--- src/rtl/phy_defs_pkg.sv ---
// rtl/phy_defs_pkg.sv - shared PHY line symbols and link-state encoding
//
// Package phy_defs. Holds the symbol values and the 1-bit INIT/ACTIVE state
// encoding used by both the transmit serializer and the receive path, so the
// comma the receiver hunts for is the comma the transmitter sends.
//
// Contents:
//   COM_SYM      comma symbol, used for link alignment after reset
//   IDLE_SYM     alternative filler symbol for the ACTIVE state
//   phy_state_t  INIT (sending alignment commas) / ACTIVE (carrying data)

package phy_defs;

  localparam logic [7:0] COM_SYM  = 8'hBC;
  localparam logic [7:0] IDLE_SYM = 8'h7C;

  typedef enum logic {
    ST_INIT   = 1'b0,
    ST_ACTIVE = 1'b1
  } phy_state_t;

endpackage

--- src/rtl/piso_shreg8.sv ---
// rtl/piso_shreg8.sv - 8-bit parallel-in serial-out shift register, MSB first
//
// Ports:
//   clk      in   shift clock, rising edge
//   reset    in   asynchronous, active-high; clears the register to 0
//   load     in   capture par_in on this edge (takes priority over shift)
//   shift    in   shift one place toward the MSB, filling with 0
//   par_in   in   [7:0] parallel byte to capture
//   msb_out  out  current MSB, straight from the register

module piso_shreg8 (
  input  logic       clk,
  input  logic       reset,
  input  logic       load,
  input  logic       shift,
  input  logic [7:0] par_in,
  output logic       msb_out
);

  logic [7:0] shreg;

  always_ff @(posedge clk or posedge reset) begin
    if (reset) begin
      shreg <= 8'h00;
    end else if (load) begin
      shreg <= par_in;
    end else if (shift) begin
      shreg <= {shreg[6:0], 1'b0};
    end
  end

  assign msb_out = shreg[7];

endmodule

--- src/rtl/phy_tx_serializer.sv ---
// rtl/phy_tx_serializer.sv - PHY transmit byte serializer with link-init commas
//
// After reset the line carries INIT_COMS comma symbols, then one byte slot
// every 8 bit clocks. Each slot carries the offered byte, or a filler symbol
// when nothing valid is offered at the slot edge.
//
// Build option: define PHY_TX_IDLE_EN to use IDLE_SYM as the ACTIVE-state
// filler; otherwise the filler is COM_SYM. Init behaviour is the same in both.
//
// Parameters:
//   INIT_COMS    number of alignment commas sent after reset (>= 1)
//
// Ports:
//   clk_8f       in   bit clock, rising edge
//   reset        in   asynchronous, active-high
//   data_in0     in   [7:0] byte to send, held while data_ready0 is high
//   valid_in0    in   data_in0 holds a real byte
//   data_ready0  out  one-cycle slot strobe; byte taken at the edge ending it
//   serial_out0  out  serial line, MSB first, registered
//   tx_active    out  init commas are done, data slots are open

module phy_tx_serializer
  import phy_defs::*;
#(
  parameter int INIT_COMS = 4
) (
  input  logic       clk_8f,
  input  logic       reset,
  input  logic [7:0] data_in0,
  input  logic       valid_in0,
  output logic       data_ready0,
  output logic       serial_out0,
  output logic       tx_active
);

  // Wide enough to hold INIT_COMS, where the counter parks once ACTIVE.
  localparam int                CNT_W    = (INIT_COMS < 2) ? 1 : $clog2(INIT_COMS + 1);
  localparam logic [CNT_W-1:0]  LAST_COM = CNT_W'(INIT_COMS - 1);

`ifdef PHY_TX_IDLE_EN
  localparam logic [7:0] FILLER_SYM = IDLE_SYM;
`else
  localparam logic [7:0] FILLER_SYM = COM_SYM;
`endif

  logic [2:0]       bit_cnt;
  logic             load_edge;
  phy_state_t       state;
  phy_state_t       state_nxt;
  logic [CNT_W-1:0] init_cnt;
  logic [CNT_W-1:0] init_cnt_nxt;
  logic [7:0]       next_byte;

  // bit_cnt resets to 7 so the very first edge after reset is a load edge and
  // the first comma starts without a dead byte on the line.
  always_ff @(posedge clk_8f or posedge reset) begin
    if (reset) begin
      bit_cnt <= 3'd7;
    end else begin
      bit_cnt <= bit_cnt + 3'd1;
    end
  end

  assign load_edge = (bit_cnt == 3'd7);

  always_ff @(posedge clk_8f or posedge reset) begin
    if (reset) begin
      state    <= ST_INIT;
      init_cnt <= '0;
    end else begin
      state    <= state_nxt;
      init_cnt <= init_cnt_nxt;
    end
  end

  // The load that moves us to ACTIVE still sends a comma; data is first taken
  // at the next load edge, one full byte later.
  always_comb begin
    state_nxt    = state;
    init_cnt_nxt = init_cnt;
    next_byte    = COM_SYM;
    case (state)
      ST_INIT: begin
        if (load_edge) begin
          init_cnt_nxt = init_cnt + 1'b1;
          if (init_cnt == LAST_COM) begin
            state_nxt = ST_ACTIVE;
          end
        end
      end
      ST_ACTIVE: begin
        next_byte = valid_in0 ? data_in0 : FILLER_SYM;
      end
      default: begin
        state_nxt = ST_INIT;
      end
    endcase
  end

  // Shift is always enabled; the register only ever holds the byte in flight.
  piso_shreg8 u_piso (
    .clk     (clk_8f),
    .reset   (reset),
    .load    (load_edge),
    .shift   (1'b1),
    .par_in  (next_byte),
    .msb_out (serial_out0)
  );

  assign data_ready0 = (state == ST_ACTIVE) && load_edge;
  assign tx_active   = (state == ST_ACTIVE);

endmodule

--- config.mk ---
export PLATFORM = sky130hd
export DESIGN_NAME = phy_tx_serializer
export DESIGN_NICKNAME = d
export VERILOG_FILES = /design/src/rtl/phy_defs_pkg.sv /design/src/rtl/piso_shreg8.sv /design/src/rtl/phy_tx_serializer.sv
export SDC_FILE = /design/constraint.sdc
export NUM_CORES = 1
export LEC_CHECK = 0
export ABC_CLOCK_PERIOD_IN_PS = 1900
export CORE_UTILIZATION = 24
export DETAILED_ROUTE_END_ITERATION = 10
export HOLD_SLACK_MARGIN = 0.05
export PLACE_DENSITY_LB_ADDON = 0.15
export SYNTH_ARGS = -nofsm -noshare
export SYNTH_HDL_FRONTEND = slang
export SYNTH_SLANG_ARGS = --single-unit
--- constraint.sdc ---
create_clock -name clk_8f -period 1.9 [get_ports clk_8f]
set_input_delay 0.57 -clock clk_8f [delete_from_list [all_inputs] [get_ports clk_8f]]
set_output_delay 0.57 -clock clk_8f [all_outputs]
set_load 0.01 [all_outputs]
# [Word-level counts from Yosys, hierarchy flattened]
# Index checks and enable logic that the tools add are counted.
[op_classes] add_sub_neg=2 eq_ne=2 muxes=6 bitwise_logic=1 reduce_logical=2
[op_table] op="$mux 8" count=3
[op_table] op="$add 3x1->3 const B" count=2
[op_table] op="$eq 3x2->1 const B" count=1
[op_table] op="$eq 3x3->1 const B" count=1
[op_table] op="$mux 1" count=3
[op_table] op="$reduce_and 2->1" count=1
[op_table] op="$logic_and 1x1->1" count=1
[op_table] op="$not 1->1" count=1
[word_totals] ff_bits=15 input_bits=11 output_inout_bits=3

# [Longest topological paths before layout]
[logic_depth] word_depth=4 ltp_mapped=5 depth_no_buf=4

# [Cells and area by module]
# A second synthesis with hierarchy kept.
[hier_totals] cells_unflattened=65 hier_area_um2=738.2
[by_module_without_submodules] module="piso_shreg8" n_inst=1 cells_per_inst=35 area_each_um2=372.9
[by_module_without_submodules] module="phy_tx_serializer" n_inst=1 cells_per_inst=30 area_each_um2=365.4

# [Worst setup path before layout]
# Ideal clock, no wire load.
[synth_timing] path_type="register -> output" start="register bit_cnt[0]" end="output data_ready0" arrival_time_ps=1254 slack_ps=76 stages_incl_launch_ff=6 path_cell_list="dfstp_2 ha_1 ha_1 buf_6 buf_2 and2_1"
[synth_via] elab_chain_len=2
[synth_rtl] item="start: declaration" line="phy_tx_serializer.sv:46" source="logic [2:0] bit_cnt;"
[synth_rtl] item="start signal: assignment" line="phy_tx_serializer.sv:60" source="bit_cnt <= bit_cnt + 3'd1;"
[synth_rtl] item="$eq 3x3->1" line="phy_tx_serializer.sv:64" source="assign load_edge = (bit_cnt == 3'd7);"
[synth_rtl] item="$logic_and 1x1->1" line="phy_tx_serializer.sv:110" source="assign data_ready0 = (state == ST_ACTIVE) && load_edge;"
[synth_rtl] item="end: declaration" line="phy_tx_serializer.sv:31" source="output logic data_ready0,"
# Every way passes these cells.

# [Final worst setup path]
# Ends and elaborated chain as after synthesis.

==> run_results.csv <==
group,metric,value,unit
global_routing,grt_pass1_vias,453,
place,dp_hpwl,823,µm
floorplan,die_w,53.3,µm
detailed_routing,route.vias.total,411,
place,dp_cells,97,
timing,setup_viol,0,
place,gp_congestion,0.655,
timing,skew,7.50,ps
detailed_routing,wl_per_cell,10.8,µm
floorplan,initial_core_util,25.5,%
timing,max_clock_freq,0.529,GHz
pwr,power_density,646,nW/µm²
yosys,synth_top_area_share,47.6,%
critical_path,r2r-end,"init_cnt[1]$_DFFE_PP0P_",
clock_network,insertion_delay,280,ps
timing,slew_violations,0,
global_routing,antenna_found_initial,0,
pwr,switching_share,21.9,%
floorplan,ios,14,
critical_path,cp-end-kind,"output port",
timing,finalHoldViolCount,0,
detailed_routing,drt_pre_antenna_iters,2,
yosys,synth.most_common_cell,"dfrtp_1",
floorplan,core,2480,µm²
layout,diodes,0,
timing,tightest_slew,194,ps
detailed_routing,wl,1.09,mm
floorplan,rows,18,
layout,area_delta_synth_final,35.1,%
critical_path,rrSetupSlack,380,ps
critical_path,crit_required,1330,ps
critical_path,arrival,1320,ps
critical_path,worstRegToRegCells,5,
yosys,yosysSeqAreaShare,60.1,%
layout,fin_util,34.4,%
min_path,hold_class,"flop to flop",
clock_network,clockRootBuffer,"clkbuf_4",
detailed_routing,drt_iter0_drc,8,
min_path,hold_start,"bit_cnt[0]$_DFF_PP1_",
pwr,vdd_drop_max,0.000308,V
yosys,synth.distinct_cells,18,
floorplan,die_area,2840,µm²
global_routing,grt_pass1_wl,2.04,mm
clock_network,cts_buffers,3,
yosys,ys_async_sr_fraction,100,%
critical_path,worstSetupStartpointType,"flop",
global_routing,grt_overflow,0,
pwr,cellLeakagePower,0.427,nW
clock_network,clock_path_buffers,2,
global_routing,grt_use_total,10.7,%
detailed_routing,vias_per_cell,4.07,
layout,fin_cells,101,
pwr,p_seq_share,59.6,%
min_path,holdPathStages,1,
timing,period_needed,1890,ps
yosys,synth_edf_count,0,
place,port_buffers,13,
layout,nets,87,
pwr,p_sw,0.120,mW
yosys,yosysWarningCount,0,
timing,period_share,99.5,%
pwr,power_frac_clock,32.7,%
outcome,status,"finished, final reports clean",
clock_network,htreeDepth,1,
global_routing,grt_max_degree,18,
yosys,synth-seq-cells,15,
yosys,syn_nets,68,
critical_path,cp_max_fo,2,
floorplan,dieHeight,53.3,µm
yosys,synthCells,53,
pwr,p_int,0.430,mW
critical_path,timing.rr.start,"bit_cnt[0]$_DFF_PP1_",
clock_network,clkTransAtPathRegs,100,ps
yosys,synth.area.top_cells,"dfrtp_1 48%, dfstp_2 13%, ha_1 7.9%",
clock_network,postCtsSetupRepairBufs,0,
detailed_routing,drc_errors,0,
yosys,synthTopCellsByCount,"12 x dfrtp_1, 10 x inv_1, 5 x a31oi_1, 5 x nor2_1, 4 x ha_1",
yosys,yosysTopAreaCell,"dfrtp_1",
yosys,avgSynthCellArea,11.9,µm²
yosys,synthFlopType,"dfrtp_1",
clock_network,cts_sinks,15,
yosys,syn_area,631,µm²
timing,slew_headroom,87.0,%
clock_network,cts_tree,"yes",
pwr,p_comb_share,7.6,%
timing,grt_setup_unrepaired,"yes",
timing,fin_tns_setup,0,ps
detailed_routing,ant_nets,0,
critical_path,timing_worst_setup_path_type,"flop to output port",
job,maxCapViolCount,0,
min_path,hold_end,"bit_cnt[0]$_DFF_PP1_",
layout,drive_gt1_share,22.5,%
## timing repair
action,CTS,global route
hold buffers,0,0
resized for setup,8,0
endpoints found under the setup margin,1,1
cloned,0,0
pin swaps,1,0
## registers in the layout, indices dropped and copies added (netlist names)
signal        cells
u_piso.shreg      8
bit_cnt           3
init_cnt          3
tx_active         1
## metrics by stage
step | total power, mW | setup slack [ps] | area (µm²) | hold slack (ps)
after floorplan | 0.349 | 76.4 | 631 | 418
after global placement | 0.377 | -104 | 805 | 429
after detailed placement | 0.378 | -145 | 805 | 429
after CTS | 0.566 | -16.4 | 852 | 471
after global routing | 0.591 | -67.6 | 852 | 492
final | 0.551 | 10.4 | 852 | 466
## layout by cell type, fill, tap and decap left out
| master | Yosys | final |
|---|---|---|
| dfrtp_1 | 12 | 12 |
| clkdlybuf4s50_1 | 0 | 12 |
| inv_1 | 10 | 10 |
| nor2_1 | 5 | 5 |
| a31oi_1 | 5 | 5 |
| dfstp_2 | 3 | 3 |
| clkbuf_4 | 0 | 3 |
| buf_4 | 0 | 3 |
| nand4_1 | 2 | 2 |
| o21ai_0 | 2 | 2 |
| ha_4 | 0 | 2 |
| ha_1 | 4 | 2 |
| and2_2 | 1 | 1 |
| and3_1 | 1 | 1 |
| and2_1 | 1 | 1 |
| a21o_1 | 1 | 1 |
| nand2b_4 | 1 | 1 |
| xnor2_1 | 1 | 1 |
| mux2_4 | 1 | 1 |
| mux2i_1 | 1 | 1 |
| clkinv_2 | 0 | 1 |
| buf_2 | 1 | 1 |
## worst max-delay path, cell delays in order, from the launching register on
cell and delay [ps]:
dfstp_2 560, ha_4 140, ha_4 120, and2_1 110
buf_2 120
## layer usage
layer  global-route usage (%)  wire, µm
met1                     12.0       512
met2                     17.3       531
met3                     4.31        30
met4                     5.26        16
met5                        0         0
## cell type report
| class | count | area [µm²] |
|---|---|---|
| fill | 261 | 1630 |
| clock buffer | 3 | 22.5 |
| clock inverter | 1 | 5.00 |
| multi-input combinational | 26 | 223 |
| sequential | 15 | 379 |
| inverter | 10 | 37.5 |
| timing repair buffer | 16 | 148 |
| tap | 30 | 37.5 |
## power groups by stage
stage	clock (mW)	sequential, mW	combinational [mW]
after floorplan	0	0.335	0.0140
after global placement	0	0.334	0.0428
after detailed placement	0	0.335	0.0433
after CTS	0.194	0.329	0.0433
after global routing	0.212	0.330	0.0489
final	0.180	0.328	0.0421
## how the worst max path moves through the flow
stage	start	cells after the start	slack [ps]	to
3_3_place_gp	bit_cnt[0]$_DFF_PP1_	4	-100	data_ready0
6_report	bit_cnt[0]$_DFF_PP1_	4	10	data_ready0
3_5_place_dp	bit_cnt[0]$_DFF_PP1_	4	-140	data_ready0
2_1_floorplan	bit_cnt[0]$_DFF_PP1_	5	80	data_ready0
4_1_cts	bit_cnt[0]$_DFF_PP1_	4	-20	data_ready0
5_1_grt	bit_cnt[0]$_DFF_PP1_	4	-70	data_ready0
## kinds of logic (layout without fill, tap and decap cells)
logic type | after synthesis | in the layout | synth area share (%)
buffers and inverters | 12 | 30 | 8.53
xor gates and xnor gates | 1 | 1 | 1.39
adders and majority gates | 4 | 4 | 7.94
DFF | 15 | 15 | 60.1
muxes | 2 | 2 | 3.97
and+or+nand+nor | 11 | 11 | 10.3
AOI/OAI and AO/OA | 8 | 8 | 7.74
Note: power is estimated with default switching activity, not from simulation.
